`config.mk`:
```
export PLATFORM = sky130hd
export DESIGN_NAME = ace_snoop_responder
export DESIGN_NICKNAME = d
export VERILOG_FILES = /design/src/rtl/ace_pkg.sv /design/src/rtl/ccu_snoop_policy.sv /design/src/rtl/ace_snoop_responder.sv
export SDC_FILE = /design/constraint.sdc
export NUM_CORES = 1
export LEC_CHECK = 0
export CORE_MARGIN = 2
export CORE_UTILIZATION = 43
export CTS_BUF_LIST = sky130_fd_sc_hd__clkbuf_8 sky130_fd_sc_hd__clkbuf_16
export DETAILED_ROUTE_END_ITERATION = 6
export PLACE_DENSITY = 0.79
export SYNTH_ARGS = -nofsm -noshare
export SYNTH_HDL_FRONTEND = slang
export SYNTH_HIERARCHICAL = 1
export SYNTH_SLANG_ARGS = --single-unit
```
`constraint.sdc`:
```
create_clock -name clk_i -period 2.1 [get_ports clk_i]
set_input_delay 0.21 -clock clk_i [delete_from_list [all_inputs] [get_ports clk_i]]
set_output_delay 0.21 -clock clk_i [all_outputs]
set_load 0.05 [all_outputs]
```
`src/rtl/ace_pkg.sv`:
```
// Shared ACE snoop types: cache line states, snoop opcodes, CR response encoding
// and the AC/CR/CD channel bundles exchanged with the coherency crossbar.
package ace_pkg;

  localparam int unsigned AceAddrWidth = 64;
  localparam int unsigned AceDataWidth = 64;

  typedef enum logic [2:0] {
    INVALID,
    SC,
    SD,
    UC,
    UD
  } cache_state_t;

  // ACSNOOP encodings this responder understands; anything else is answered as a miss.
  localparam logic [3:0] SNP_READ_ONCE     = 4'b0000;
  localparam logic [3:0] SNP_READ_SHARED   = 4'b0001;
  localparam logic [3:0] SNP_READ_CLEAN    = 4'b0010;
  localparam logic [3:0] SNP_READ_UNIQUE   = 4'b0111;
  localparam logic [3:0] SNP_CLEAN_INVALID = 4'b1001;
  localparam logic [3:0] SNP_MAKE_INVALID  = 4'b1101;

  typedef struct packed {
    logic was_unique;
    logic is_shared;
    logic pass_dirty;
    logic error;
    logic data_transfer;
  } crresp_t;

  typedef struct packed {
    logic [AceAddrWidth-1:0] addr;
    logic [3:0]              snoop;
  } ac_t;

  typedef struct packed {
    logic [AceDataWidth-1:0] data;
    logic                    last;
  } cd_t;

  typedef struct packed {
    logic ac_valid;
    ac_t  ac;
    logic cr_ready;
    logic cd_ready;
  } snoop_req_t;

  typedef struct packed {
    logic    ac_ready;
    logic    cr_valid;
    crresp_t cr_resp;
    logic    cd_valid;
    cd_t     cd;
  } snoop_resp_t;

endpackage

```
`src/rtl/ccu_snoop_policy.sv`:
```
// Combinational snoop policy: maps (snoop opcode, current line state) to the CR
// response and the line-state update that must be committed afterwards.
module ccu_snoop_policy
  import ace_pkg::*;
(
  input  logic [3:0]   snoop,
  input  cache_state_t state,
  output crresp_t      resp,
  output logic         do_update,
  output cache_state_t new_state
);

  logic is_dirty;
  logic is_unique;

  assign is_dirty  = (state == SD) || (state == UD);
  assign is_unique = (state == UC) || (state == UD);

  always_comb begin
    // NOTE: every output gets a default first so no path can infer a latch.
    resp      = '0;
    do_update = 1'b0;
    new_state = state;
    if (state != INVALID) begin
      case (snoop)
        SNP_READ_ONCE: begin
          resp.data_transfer = 1'b1;
          resp.is_shared     = 1'b1;
          resp.was_unique    = is_unique;
        end
        SNP_READ_SHARED, SNP_READ_CLEAN: begin
          resp.data_transfer = 1'b1;
          resp.is_shared     = 1'b1;
          resp.pass_dirty    = is_dirty;
          resp.was_unique    = is_unique;
          do_update          = 1'b1;
          new_state          = SC;
        end
        SNP_READ_UNIQUE: begin
          resp.data_transfer = 1'b1;
          resp.pass_dirty    = is_dirty;
          resp.was_unique    = is_unique;
          do_update          = 1'b1;
          new_state          = INVALID;
        end
        SNP_CLEAN_INVALID: begin
          resp.data_transfer = is_dirty;
          resp.pass_dirty    = is_dirty;
          resp.was_unique    = is_unique;
          do_update          = 1'b1;
          new_state          = INVALID;
        end
        SNP_MAKE_INVALID: begin
          resp.was_unique = is_unique;
          do_update       = 1'b1;
          new_state       = INVALID;
        end
        default: ;
      endcase
    end
  end

endmodule

```
`src/rtl/ace_snoop_responder.sv`:
```
// Cache-side ACE snoop responder: one snoop at a time through tag lookup, CR
// response, optional CD line transfer via a one-entry skid, then state update.
module ace_snoop_responder
  import ace_pkg::*;
#(
  parameter int unsigned AXLEN            = 1,
  parameter int unsigned AddrWidth        = AceAddrWidth,
  parameter int unsigned DataWidth        = AceDataWidth,
  parameter type         mst_snoop_req_t  = snoop_req_t,
  parameter type         mst_snoop_resp_t = snoop_resp_t,
  localparam int unsigned BeatWidth       = (AXLEN > 0) ? $clog2(AXLEN + 1) : 1
) (
  input  logic                 clk_i,
  input  logic                 rst_ni,
  input  mst_snoop_req_t       snoop_req_i,
  output mst_snoop_resp_t      snoop_resp_o,
  output logic                 tag_req_o,
  output logic [AddrWidth-1:0] tag_addr_o,
  input  logic                 tag_gnt_i,
  input  cache_state_t         tag_state_i,
  output logic                 data_req_o,
  output logic [BeatWidth-1:0] data_beat_o,
  input  logic [DataWidth-1:0] data_i,
  output logic                 upd_valid_o,
  output cache_state_t         upd_state_o
);

  typedef enum logic [2:0] {
    S_IDLE,
    S_LOOKUP,
    S_EVAL,
    S_RESP,
    S_CD,
    S_UPD
  } fsm_t;

  localparam logic [BeatWidth-1:0] LastBeat = BeatWidth'(AXLEN);

  fsm_t                 state_q, state_d;
  logic [AddrWidth-1:0] addr_q;
  logic [3:0]           snoop_q;
  crresp_t              resp_q;
  logic                 upd_q;
  cache_state_t         upd_state_q;

  logic [BeatWidth-1:0] req_beat_q, send_beat_q;
  logic                 req_done_q, pend_q, skid_valid_q;
  logic [DataWidth-1:0] skid_data_q;

  crresp_t      pol_resp;
  logic         pol_upd;
  cache_state_t pol_state;

  logic ac_hs, cr_hs, cd_valid, cd_hs, send_last, issue;

  ccu_snoop_policy u_policy (
    .snoop     (snoop_q),
    .state     (tag_state_i),
    .resp      (pol_resp),
    .do_update (pol_upd),
    .new_state (pol_state)
  );

  assign ac_hs     = (state_q == S_IDLE) && snoop_req_i.ac_valid;
  assign cr_hs     = (state_q == S_RESP) && snoop_req_i.cr_ready;
  assign cd_valid  = pend_q || skid_valid_q;
  assign cd_hs     = cd_valid && snoop_req_i.cd_ready;
  assign send_last = (send_beat_q == LastBeat);
  // Keep at most one beat in flight: request only when the slot frees up this cycle.
  assign issue     = (state_q == S_CD) && !req_done_q
                     && ((!pend_q && !skid_valid_q) || cd_hs);

  // NOTE: sequential state uses non-blocking assignments so all registers update together.
  always_ff @(posedge clk_i or negedge rst_ni) begin
    if (!rst_ni) state_q <= S_IDLE;
    else         state_q <= state_d;
  end

  always_comb begin
    state_d = state_q;
    case (state_q)
      S_IDLE:   if (snoop_req_i.ac_valid) state_d = S_LOOKUP;
      S_LOOKUP: if (tag_gnt_i) state_d = S_EVAL;
      S_EVAL:   state_d = S_RESP;
      S_RESP: begin
        if (snoop_req_i.cr_ready) begin
          if (resp_q.data_transfer) state_d = S_CD;
          else if (upd_q)           state_d = S_UPD;
          else                      state_d = S_IDLE;
        end
      end
      S_CD:     if (cd_hs && send_last) state_d = upd_q ? S_UPD : S_IDLE;
      S_UPD:    state_d = S_IDLE;
      default:  state_d = S_IDLE;
    endcase
  end

  always_comb begin
    snoop_resp_o          = '0;
    snoop_resp_o.ac_ready = (state_q == S_IDLE);
    snoop_resp_o.cr_valid = (state_q == S_RESP);
    snoop_resp_o.cr_resp  = resp_q;
    snoop_resp_o.cd_valid = cd_valid;
    snoop_resp_o.cd.data  = skid_valid_q ? skid_data_q : (pend_q ? data_i : '0);
    snoop_resp_o.cd.last  = cd_valid && send_last;
    tag_req_o             = (state_q == S_LOOKUP);
    tag_addr_o            = addr_q;
    data_req_o            = issue;
    data_beat_o           = req_beat_q;
    upd_valid_o           = (state_q == S_UPD);
    upd_state_o           = upd_state_q;
  end

  always_ff @(posedge clk_i or negedge rst_ni) begin
    if (!rst_ni) begin
      addr_q      <= '0;
      snoop_q     <= '0;
      resp_q      <= '0;
      upd_q       <= 1'b0;
      upd_state_q <= INVALID;
    end else begin
      if (ac_hs) begin
        addr_q  <= snoop_req_i.ac.addr;
        snoop_q <= snoop_req_i.ac.snoop;
      end
      if (state_q == S_EVAL) begin
        resp_q      <= pol_resp;
        upd_q       <= pol_upd;
        upd_state_q <= pol_state;
      end
    end
  end

  always_ff @(posedge clk_i or negedge rst_ni) begin
    if (!rst_ni) begin
      req_beat_q   <= '0;
      send_beat_q  <= '0;
      req_done_q   <= 1'b0;
      pend_q       <= 1'b0;
      skid_valid_q <= 1'b0;
      skid_data_q  <= '0;
    end else begin
      pend_q <= issue;
      if (cr_hs) req_done_q <= 1'b0;
      if (issue) begin
        req_beat_q <= (req_beat_q == LastBeat) ? '0 : req_beat_q + 1'b1;
        if (req_beat_q == LastBeat) req_done_q <= 1'b1;
      end
      if (cd_hs) send_beat_q <= send_last ? '0 : send_beat_q + 1'b1;
      // Returning data that is not taken this cycle parks in the skid register.
      if (pend_q && !snoop_req_i.cd_ready) begin
        skid_valid_q <= 1'b1;
        skid_data_q  <= data_i;
      end else if (skid_valid_q && snoop_req_i.cd_ready) begin
        skid_valid_q <= 1'b0;
      end
    end
  end

endmodule

```
### Word level (Yosys, flattened, before mapping)

Index checks and enable logic that the tools add are counted.

* register bits after elaboration: 148
* input bits: 141
* output and inout bits: 144
* logic and storage cells: 90

* add/subtract/negate cells: 2
* equality and inequality tests: 17
* mux-type cells: 26
* reduce and logical (&&, ||, !) cells: 30

Operator list (number)
* $mux W64: 2
* $mux W3: 8
* $pmux W3 S5: 1
* $mux W1: 13
* $eq A3 B2 Y1 const B: 4
* $logic_and A1 B1 Y1: 10
* $eq A3 B3 Y1 const B: 3
* $eq A4 B4 Y1 const B: 2
* $reduce_or A4 Y1: 2
* $pmux W3 S2: 1
* $reduce_or A3 Y1: 2
* $reduce_or A6 Y1: 1
* $reduce_or A5 Y1: 1
* $eq A4 B1 Y1 const B: 1
* $eq A4 B2 Y1 const B: 1
* $eq A4 B3 Y1 const B: 1
* $logic_not A1 Y1: 4
* $logic_not A4 Y1: 1
* $logic_or A1 B1 Y1: 4
* $ne A2 B1 Y1 const B: 2
* $ne A2 B2 Y1 const B: 2
* $reduce_and A4 Y1: 1
* $eq A3 B1 Y1 const B: 1
* $logic_not A3 Y1: 1
* 5 further kinds: 6

### Longest topological paths before layout

* word-level depth: 5
* depth in mapped cells: 7
* gate-level depth less buffers: 5

### Hierarchy

Netlist, hierarchy kept.

Modules (own cells, without submodules)
* ace_snoop_responder: times used 1, cells each 428, area each 6414.9 µm², sequential area each 3728.6 µm²
* ccu_snoop_policy: times used 1, cells each 35, area each 210.2 µm², sequential area each 0.0 µm²

### Worst setup path before layout

Ideal clock, no wire load.

* kind: flip-flop to output port
* start point: reg skid_valid_q
* end point: out snoop_resp_o[62] (netlist bit)
* arrival time: 1.902 ns
* data required time: 1.890 ns
* path slack: -0.012 ns
* stages on the path, launching flop included: 4
* path buffers: 2
* cells stage by stage: dfrtp_1 clkbuf_1 buf_1 o21ai_0

RTL lines
* start, declared: line ace_snoop_responder.sv:47 `logic req_done_q, pend_q, skid_valid_q;`
* start signal, assigned: line ace_snoop_responder.sv:140 `skid_valid_q <= 1'b0;`
* start signal, assigned: line ace_snoop_responder.sv:152 `skid_valid_q <= 1'b1;`
* start signal, assigned: line ace_snoop_responder.sv:155 `skid_valid_q <= 1'b0;`
* end, declared: line ace_snoop_responder.sv:16 `output mst_snoop_resp_t snoop_resp_o,`

### Worst setup path after layout

* start point: reg state_q[0]
* end point: out data_req_o

* cells in the longest elaborated chain, start to end: 3

Ends and longest elaborated chain
* start, declared: line ace_snoop_responder.sv:39 `fsm_t state_q, state_d;`
* start signal, assigned: line ace_snoop_responder.sv:76 `else state_q <= state_d;`
* $eq A3 B3 Y1: line ace_snoop_responder.sv:70 `assign issue = (state_q == S_CD) && !req_done_q`
* $logic_and A1 B1 Y1: line ace_snoop_responder.sv:70
* $logic_and A1 B1 Y1: line ace_snoop_responder.sv:71 `&& ((!pend_q && !skid_valid_q) || cd_hs);`
* end, declared: line ace_snoop_responder.sv:21 `output logic data_req_o,`

No other way between the ends.

==> run metrics <==
first-pass GRT wire length 28.5 mm; post-synthesis mux area share 25.3%; PD cells roughly 1500 nW/um2; Post-synth top flop dfrtp_1; post-route ant nets 0; CTS tree built; mapped cell area approximately 6600 um2; R2R cell count 4; arrival time of the worst setup path 1.76 ns; global-route usage over all layers 22.5%; reg2reg setup slack 0.29 ns; drt drc 0; Adder-Cell Fraction of Synth Area 0%; Syn Inst Count 463; CTS Root Cell clkbuf_16; period utilization 93.7%; share of post-route cells with drive strength above 1 35.3%; Max Slew Vio Count 0; total clock sinks 149; largest family of logic cells by synthesized area multiplexers; reg2reg end tag_addr_o[43]; vias in the first global route 5371; vias per std cell roughly 5.3; vias after detailed routing approximately 5k; worst path required time 1.89 ns; Distinct cells, synth 42; Post-synth EDFFs 0; simple-gate share of the synthesized area 3.81%; Final Skew 0.00739 ns; hold crit path type input pin to async pin; post-synthesis compound-gate area fraction between 10% and 20%; outcome finished clean; core area 15100 um2; die height 128 um; reg2reg start state_q[0]; Final Cell Area approximately 11000 um2; total power 0.0169 W; post-synthesis sequential element count 149; Final nets 890; hpwl dp around 13 mm; row count 45; XOR/XNOR Fraction of Synth Area 0.529%; warnings from Yosys 6; max-cap violations 0; Initial DRT Pass Iterations 4; Seq/Total Area, Yosys 56.3%; Post-Syn Nets 604; crit path time final 1.97 ns; Fmax 508 MHz; Crit Path Max Fanout 12; Worst Tran Pin Value 0.555 ns; gr ovfl total 0; Starting Density 43.7%; Buffers on Ports 284; Worst slew margin 62.9%; total negative setup slack 0 ns; Worst-path clk slew 0.06 ns; ys async rst share 100%; Syn-to-layout area delta 65.7%; leakage 4.76 nW; placed inst area 10400 um2; drt total wl approximately 18 mm; routed length per placed instance between 15 and 20 um; Synth Area per Inst 14.3 um2; ant diodes 0; peak supply drop 0.00111 V; Worst Setup End Kind primary output; Startpoint Class flip-flop; Clock Path Buffers 2; Worst-Skew Late Latency ~0.42 ns; die width 128 um; die area 16400 um2; DRT iter0 DRCs 277; Routability Congestion slightly above 0.8; RSZ-0062 raised after global routing no; IO Count 285; H-tree depth 4; Crit Path Class flip-flop to primary output; initial antenna violation count 0; Final Hold Vio Count 0; largest net degree at the start of global routing 66; setup violators final 0; Inserted Clock Buffers 17
==> cells in the mapped netlist (2+ instances only) <==
| library cell | count | area, um2 |
|---|---|---|
| a21oi_1 | 5 | 25.0 |
| nor2b_1 | 2 | 12.5 |
| nor2_1 | 11 | 41.3 |
| mux2_2 | 121 | 1360 |
| a311oi_1 | 2 | 17.5 |
| buf_12 | 2 | 40.0 |
| buf_2 | 12 | 60.1 |
| buf_6 | 3 | 33.8 |
| mux2_4 | 20 | 300 |
| nand3b_1 | 3 | 22.5 |
| clkbuf_1 | 13 | 48.8 |
| buf_4 | 6 | 45.0 |
| o21ai_0 | 4 | 20.0 |
| inv_1 | 4 | 15.0 |
| a22o_1 | 63 | 552 |
| and2_1 | 2 | 12.5 |
| nand2b_1 | 3 | 18.8 |
| and3b_1 | 3 | 26.3 |
| dfrtp_1 | 149 | 3730 |
| xnor2_1 | 4 | 35.0 |
| nor3b_1 | 3 | 22.5 |
| nand2_1 | 8 | 30.0 |
==> per-layer routing <==
metal	global-route usage [%]	share of wire [%]	vias to the layer above	routed length, um
li1	-	-	2277	-
met5	0	0	-	0
met4	8.99	2.6	0	479
met1	25.3	38	2474	6890
met3	8.22	8.4	31	1530
met2	39.1	51	235	9240
==> layout make-up <==
| class | count | area [um2] |
|---|---|---|
| clock buffers | 20 | 467 |
| fillers | 984 | 4170 |
| inverters | 4 | 15.0 |
| repair buffers | 304 | 3730 |
| well taps | 188 | 235 |
| flip-flops and latches | 149 | 3730 |
| multi-input cells | 273 | 2670 |
| clock inverters | 9 | 130 |
==> cell families (layout without fill, tap and decap cells) <==
| kind of cell | Yosys count | after routing |
|---|---|---|
| buffers and inverters | 41 | 337 |
| AOI/OAI and AO/OA | 83 | 83 |
| other | 1 | 1 |
| and+or+nand+nor | 43 | 43 |
| DFF | 149 | 149 |
| xor gates and xnor gates | 4 | 4 |
| muxes | 142 | 142 |
==> state kept, by name, indices dropped and copies added, names as in the netlist <==
name	count
req_done_q	1
upd_q	1
state_q	3
send_beat_q	1
skid_valid_q	1
snoop_q	4
data_beat_o	1
pend_q	1
snoop_resp_o	5
skid_data_q	64
tag_addr_o	64
upd_state_o	3
==> worst max path at each step <==
stage / from / to / slack, ns / depth (start not counted)
2_1_floorplan: state_q[0] / data_beat_o / 0.13 / 5
3_3_place_gp: skid_valid_q / snoop_resp_o[0] / 0.30 / 4
5_1_grt: state_q[0] / data_req_o / 0.009 / 4
3_5_place_dp: snoop_req_i[0] / skid_data_q[0] / 0.29 / 4
6_report: state_q[0] / data_req_o / 0.13 / 4
4_1_cts: skid_valid_q / snoop_resp_o[65] / 0.01 / 3
==> what timing repair did <==
action	4_1_cts	5_1_grt
gates cloned	0	0
resized for setup	5	1
hold buffers	1	0
endpoints found under the setup margin	3	1
buffers inserted	0	0
endpoints found under the hold margin	44	0
==> power by group <==
part	total, W	switching, W	internal, W
combinational	0.00861	0.00485	0.00376
clock	0.00306	0.00112	0.00194
sequential	0.00524	0.000948	0.00429
total	0.0169	0.00691	0.00999
==> critical path, cell delays in order (launching register included) <==
cell and delay [ns]:
dfrtp_1 0.53, nor3b_2 0.29, o21ai_1 0.13, nor2_2 0.22, buf_12 0.18
==> through the flow <==
stage,cells,setup WS [ns],utilization [%],hold WS [ns]
final,947,0.132,72.5,0.312
after global routing,947,0.00935,72.5,0.336
after CTS,947,0.0103,72.4,0.295
after detailed placement,917,0.291,68.4,0.177
after global placement,917,0.301,68.4,0.165
after floorplan,463,0.133,-,-0.0856
==> placed cells by master (no fill, tap or decap), types with 2 or more instances in the layout <==
master	count
a22o_1	63
o21ai_1	2
clkbuf_16	17
clkdlybuf4s50_1	212
dfrtp_2	2
bufinv_16	3
buf_6	2
buf_12	72
nor2_1	10
buf_4	15
and2_1	2
inv_1	5
clkinvlp_4	3
dfrtp_1	147
a21oi_1	5
nand2b_1	2
and3b_1	3
a311oi_1	2
nand2_1	8
nor3b_1	2
mux2_4	20
o21ai_0	3
xnor2_1	4
clkbuf_8	3
nand3b_1	3
mux2_2	121
Power figures use the tool's default switching activity.
==> edit 1, RTL diff (same flow settings) <==
Set the package constant `AceDataWidth` to 60 (it was 64).
--- a/src/rtl/ace_pkg.sv
+++ b/src/rtl/ace_pkg.sv
@@ -3,7 +3,7 @@
 package ace_pkg;
 
   localparam int unsigned AceAddrWidth = 64;
-  localparam int unsigned AceDataWidth = 64;
+  localparam int unsigned AceDataWidth = 60;
 
   typedef enum logic [2:0] {
     INVALID,
Ports: changed (resized data_i and snoop_resp_o); port bits go from 285 to 277. No check against the original RTL was run, so the function may have changed too.
==> edit 1 against the original RTL <==
- routed wire length is 1.2% lower
- synthesized area is 2.7% lower
- critical path type unchanged
- clock skew down 0.00053 ns
- power shrank 1.9%
- maximum frequency is 0.25% higher
- largest cell class unchanged
- highest routed layer unchanged
- sequential cell count is 4 lower
- non-clock buffer count is 13 lower
- combinational power shrank 0.8%
- synthesized cell count is 2.6% lower
- count of clock-buffer cells in the layout decreased by 2
- die area fell by 2.6%
- first-iteration DRC count decreased by 5.4%
- design area fell by 3.1%
- setup slack gained 0.0050 ns
==> edit 1: results (changes against the original RTL) <==
[finish]
multi_input_gates=265  ; -2.9%
drive_gt1_share_pct=35.41  ; +0.10 points
sh_seq_area_pct=34.16  ; +0.16 points
n_clock_buffer=18  ; -10%
nets=861  ; -3.3%
fillers=961  ; -2.3%
multi_input_area_um2=2587  ; -3.0%
buffer_area_share_pct=33.75  ; -0.24 points
area_growth_pct=64.91
buffers=291  ; -4.3%
seq_cell_count=145  ; -2.7%

[place]
gp_congestion=0.8188  ; about the same
placed_cell_area_um2=10020  ; -3.2%
pre_cts_ws_ns=0.2725  ; -0.01835 ns
io_buffers=276  ; -2.8%
dp_cells=887  ; -3.3%

[global_routing]
grt.met3_usage_pct=7.507  ; -0.71 points
grt_pass1_wl_um=28290  ; -0.68%
met1_usage_pct=25.43  ; +0.16 points
use_met2_pct=40.08  ; +1.0 points
grtUsageTotal_pct=22.71  ; +0.17 points
grt_max_degree=67  ; +1.5%

[power_and_ir_drop]
p_int_mw=9.674  ; -3.1%
leakage_nw=4.575  ; -4.0%
max-vdd-ir-drop_mv=1.388  ; +25%

[sta]
tightest_slew_ns=0.5714  ; +0.01689 ns
fin_skew_ns=0.006862  ; -0.0005301 ns

[routing]
via_count=4828  ; -3.8%
wire_per_inst_um=19.45  ; +1.6%
m1WireLength_um=6822  ; -0.96%
dr_wl_met2_um=9306  ; +0.77%
wirelength_um=17910  ; -1.2%
drt_iter0_markers=262  ; -5.4%
dr_wl_met3_um=1351  ; -11%
top_layer=met4

[logic_synthesis]
synth_cells=451  ; -2.6%
netlist_top_cells_count=145 x dfrtp_1, 117 x mux2_2, 59 x a22o_1
synthArstFlopShare_pct=100.0  ; unchanged
synthTopCellsByArea=dfrtp_1 56%, mux2_2 20%, a22o_1 8.0%
synth_cell_type_count=41  ; -2.4%
synth-seq-area-share_pct=56.29  ; about the same

[outcome]
status=finished, final reports clean

[worst_setup_path]
cp_max_fo=31  ; +19

[cts]
cts_resized=2  ; -3

[edit 1: changes by cell type in the layout (fill, tap and decap cells not counted), moves of 2 or more]
cell,before,now
buf_12,72,70
a22o_1,63,59
clkinvlp_4,3,5
clkinv_2,1,5
mux2_2,121,117
buf_4,15,11
clkdlybuf4s50_1,212,208
dfrtp_1,147,143
clkbuf_8,3,1
[edit 1: power groups by stage]
stage	Combinational, mW	Clock [mW]	Sequential [mW]
2_1_floorplan	3.23	0	7.31
3_3_place_gp	8.38	0	4.97
3_5_place_dp	8.56	0	5.10
4_1_cts	8.61	3.03	5.09
5_1_grt	8.89	3.16	5.28
6_report	8.54	2.95	5.09
[edit 1: worst max-delay path, stage by stage, from the launching register on]
cell     delay (ns)
dfrtp_2        0.47
nor2b_4        0.13
buf_4          0.32
a22o_1         0.25
buf_12         0.15
[edit 1: logic make-up (layout without fill, tap and decap cells)]
kind of cell	count (synthesis)	after routing	share of synthesized area (%)
muxes	138	138	25.25
AOI/OAI and AO/OA	79	79	10.09
and+or+nand+nor	43	43	3.921
other	1	1	0.05817
buffers and inverters	41	327	3.843
xor gates and xnor gates	4	4	0.5434
DFF	145	145	56.29
[edit 1: path summary, 6_finish.rpt]
kind	slack (ns)	startpoint	end
min	0.29	rst_ni	tag_addr_o[56]$_DFFE_PN0P_
min reg2reg	0.49	send_beat_q$_DFFE_PN0N_	send_beat_q$_DFFE_PN0N_
max reg2reg	0.30	state_q[0]$_DFFE_PN0P_	snoop_q[3]$_DFFE_PN0P_
max	0.14	skid_valid_q$_DFFE_PN0P_	snoop_resp_o[29]
min in group clk_i	0.40	snoop_req_i[45]	tag_addr_o[39]$_DFFE_PN0P_
max in group asynchronous	1.05	rst_ni	skid_valid_q$_DFFE_PN0P_
==> edit 2, RTL diff (same settings) <==
Made on the original files. Make the reset (`rst_ni`) synchronous in 3 clocked blocks.
--- a/src/rtl/ace_snoop_responder.sv
+++ b/src/rtl/ace_snoop_responder.sv
@@ -71,7 +71,7 @@
                      && ((!pend_q && !skid_valid_q) || cd_hs);
 
   // NOTE: sequential state uses non-blocking assignments so all registers update together.
-  always_ff @(posedge clk_i or negedge rst_ni) begin
+  always_ff @(posedge clk_i) begin
     if (!rst_ni) state_q <= S_IDLE;
     else         state_q <= state_d;
   end
@@ -111,7 +111,7 @@
     upd_state_o           = upd_state_q;
   end
 
-  always_ff @(posedge clk_i or negedge rst_ni) begin
+  always_ff @(posedge clk_i) begin
     if (!rst_ni) begin
       addr_q      <= '0;
       snoop_q     <= '0;
@@ -131,7 +131,7 @@
     end
   end
 
-  always_ff @(posedge clk_i or negedge rst_ni) begin
+  always_ff @(posedge clk_i) begin
     if (!rst_ni) begin
       req_beat_q   <= '0;
       send_beat_q  <= '0;
Function: differs if rst_ni is asserted again (counterexample within 4 cycles, from zero or initial values and one cycle with rst_ni low); with rst_ni held inactive, the same outputs for 10 cycles.
==> edit 2 against the original RTL <==
- synthesized area grew 4.0%
- global-route usage increased by 0.23 points
- design area up 1.1%
- critical path depth is 1 higher
- sequential cell count did not move
- routed wire length is 9.2% higher
- setup slack worse by 0.010 ns
Power is not compared: it rests on default switching activity, and its combinational part moved more than twofold at a synthesized area within 25%.
==> edit 2: results (changes against the original RTL) <==
[outcome]
status=finished, final reports clean

[logic_synthesis]
synth_cell_type_count=44  ; +4.8%
synth-main-ff-cell=dfxtp_1
netlist_top_cells_count=417 x nand2_1, 149 x dfxtp_1, 121 x a21boi_0
synth-seq-area-share_pct=43.28  ; -13 points
synth_warnings=6  ; unchanged
synth_nets=1059  ; +75%
synthArstFlopShare_pct=0  ; -100 points
synth_cells=918  ; +98%
synthTopCellsByArea=dfxtp_1 43%, nand2_1 23%, a21boi_0 13%

[sta]
hold_slack_ns=0.2432  ; -0.06908 ns
finalWorstSetupSlack_ns=0.1211  ; -0.01041 ns
tightest_slew_ns=0.5717  ; +0.01719 ns
fin_skew_ns=0.01056  ; +0.003165 ns

[place]
gp_congestion=0.8547  ; +4.4%
placed_cell_area_um2=10490  ; +1.3%
dpl.hpwl_um=13700  ; +2.5%
pre_cts_ws_ns=0.2731  ; -0.01780 ns

[power_and_ir_drop]
max-vdd-ir-drop_mv=0.7820
swShare_pct=29.62
leakage_nw=3.928

[worst_setup_path]
cp_top_family=buffers and inverters
slowest_delay_ns=0.34  ; -0.19 ns
crit_slowest_cell=dfxtp_2
ff2ff_setup_slack_ns=0.56  ; +0.27 ns
cp_max_fo=57  ; +45

[cts]
cts_max_path_buffers=2  ; unchanged
clkTransAtPathRegs_ns=0.06  ; about the same
cts_resized=0  ; -5
cts_setup_buffers=0  ; unchanged
root_buffer=clkbuf_16

[global_routing]
grt_pass1_wl_um=30940  ; +8.6%
grtUsageTotal_pct=22.76  ; +0.23 points
grt_max_degree=69  ; +4.5%
grt_pass1_vias=6445  ; +20%

[routing]
via_per_inst=4.884  ; -7.8%
drtPass1Iterations=4  ; unchanged
wire_per_inst_um=14.23  ; -26%
drt_iter0_markers=395  ; +43%
wirelength_um=19790  ; +9.2%

[finish]
stdcell_area_um2=11100  ; +1.1%
drive_gt1_share_pct=12.60  ; -23 points
nets=1303  ; +46%
fillers=1288  ; +31%

[min_path]
hold_path_class=input port to flop

-- edit 2: per-layer routing --
layer	part of all wire [%]	wire length [um]	global-route usage [%]
met4	1.9	371	7.322
met5	0	0	0
met2	48	9410	39.12
met1	42	8232	26.46
met3	9.0	1777	8.265
-- edit 2: logic make-up after synthesis --
kind of cell,count (synthesis),synth area share [%]
and+or+nand+nor,456,26.20
AOI/OAI and AO/OA,225,23.31
DFF,149,43.28
buffers and inverters,80,6.209
xor gates and xnor gates,4,0.5084
muxes,3,0.4357
other,1,0.05441
-- edit 2: cell type report --
type	count	area [um^2]	share of cell area (%)
Clock buffer	19	452.9	4.082
Clock inverter	13	155.1	1.398
Sequential cell	149	2988	26.93
Tap cell	216	270.3	2.436
Inverter	6	22.52	0.2030
Timing Repair Buffer	299	3714	33.47
Multi-Input combinational cell	689	3493	31.48
-- edit 2: power groups by stage --
stage	sequential, mW	combinational [mW]	clock [mW]
6_report	3.09	1.77	3.13
5_1_grt	3.11	1.89	3.31
4_1_cts	3.09	1.78	3.19
3_5_place_dp	3.15	1.78	0
3_3_place_gp	3.14	1.76	0
2_1_floorplan	3.61	0.656	0
-- edit 2: final timing paths --
kind,from,end,cells past startpoint
setup / recovery,pend_q$_SDFF_PN0_,snoop_resp_o[60],5
hold / removal,rst_ni,tag_addr_o[24]$_SDFFE_PN0P_,2
setup reg to reg,state_q[0]$_SDFFE_PN0P_,tag_addr_o[9]$_SDFFE_PN0P_,5
hold reg to reg,tag_addr_o[35]$_SDFFE_PN0P_,tag_addr_o[35]$_SDFFE_PN0P_,2
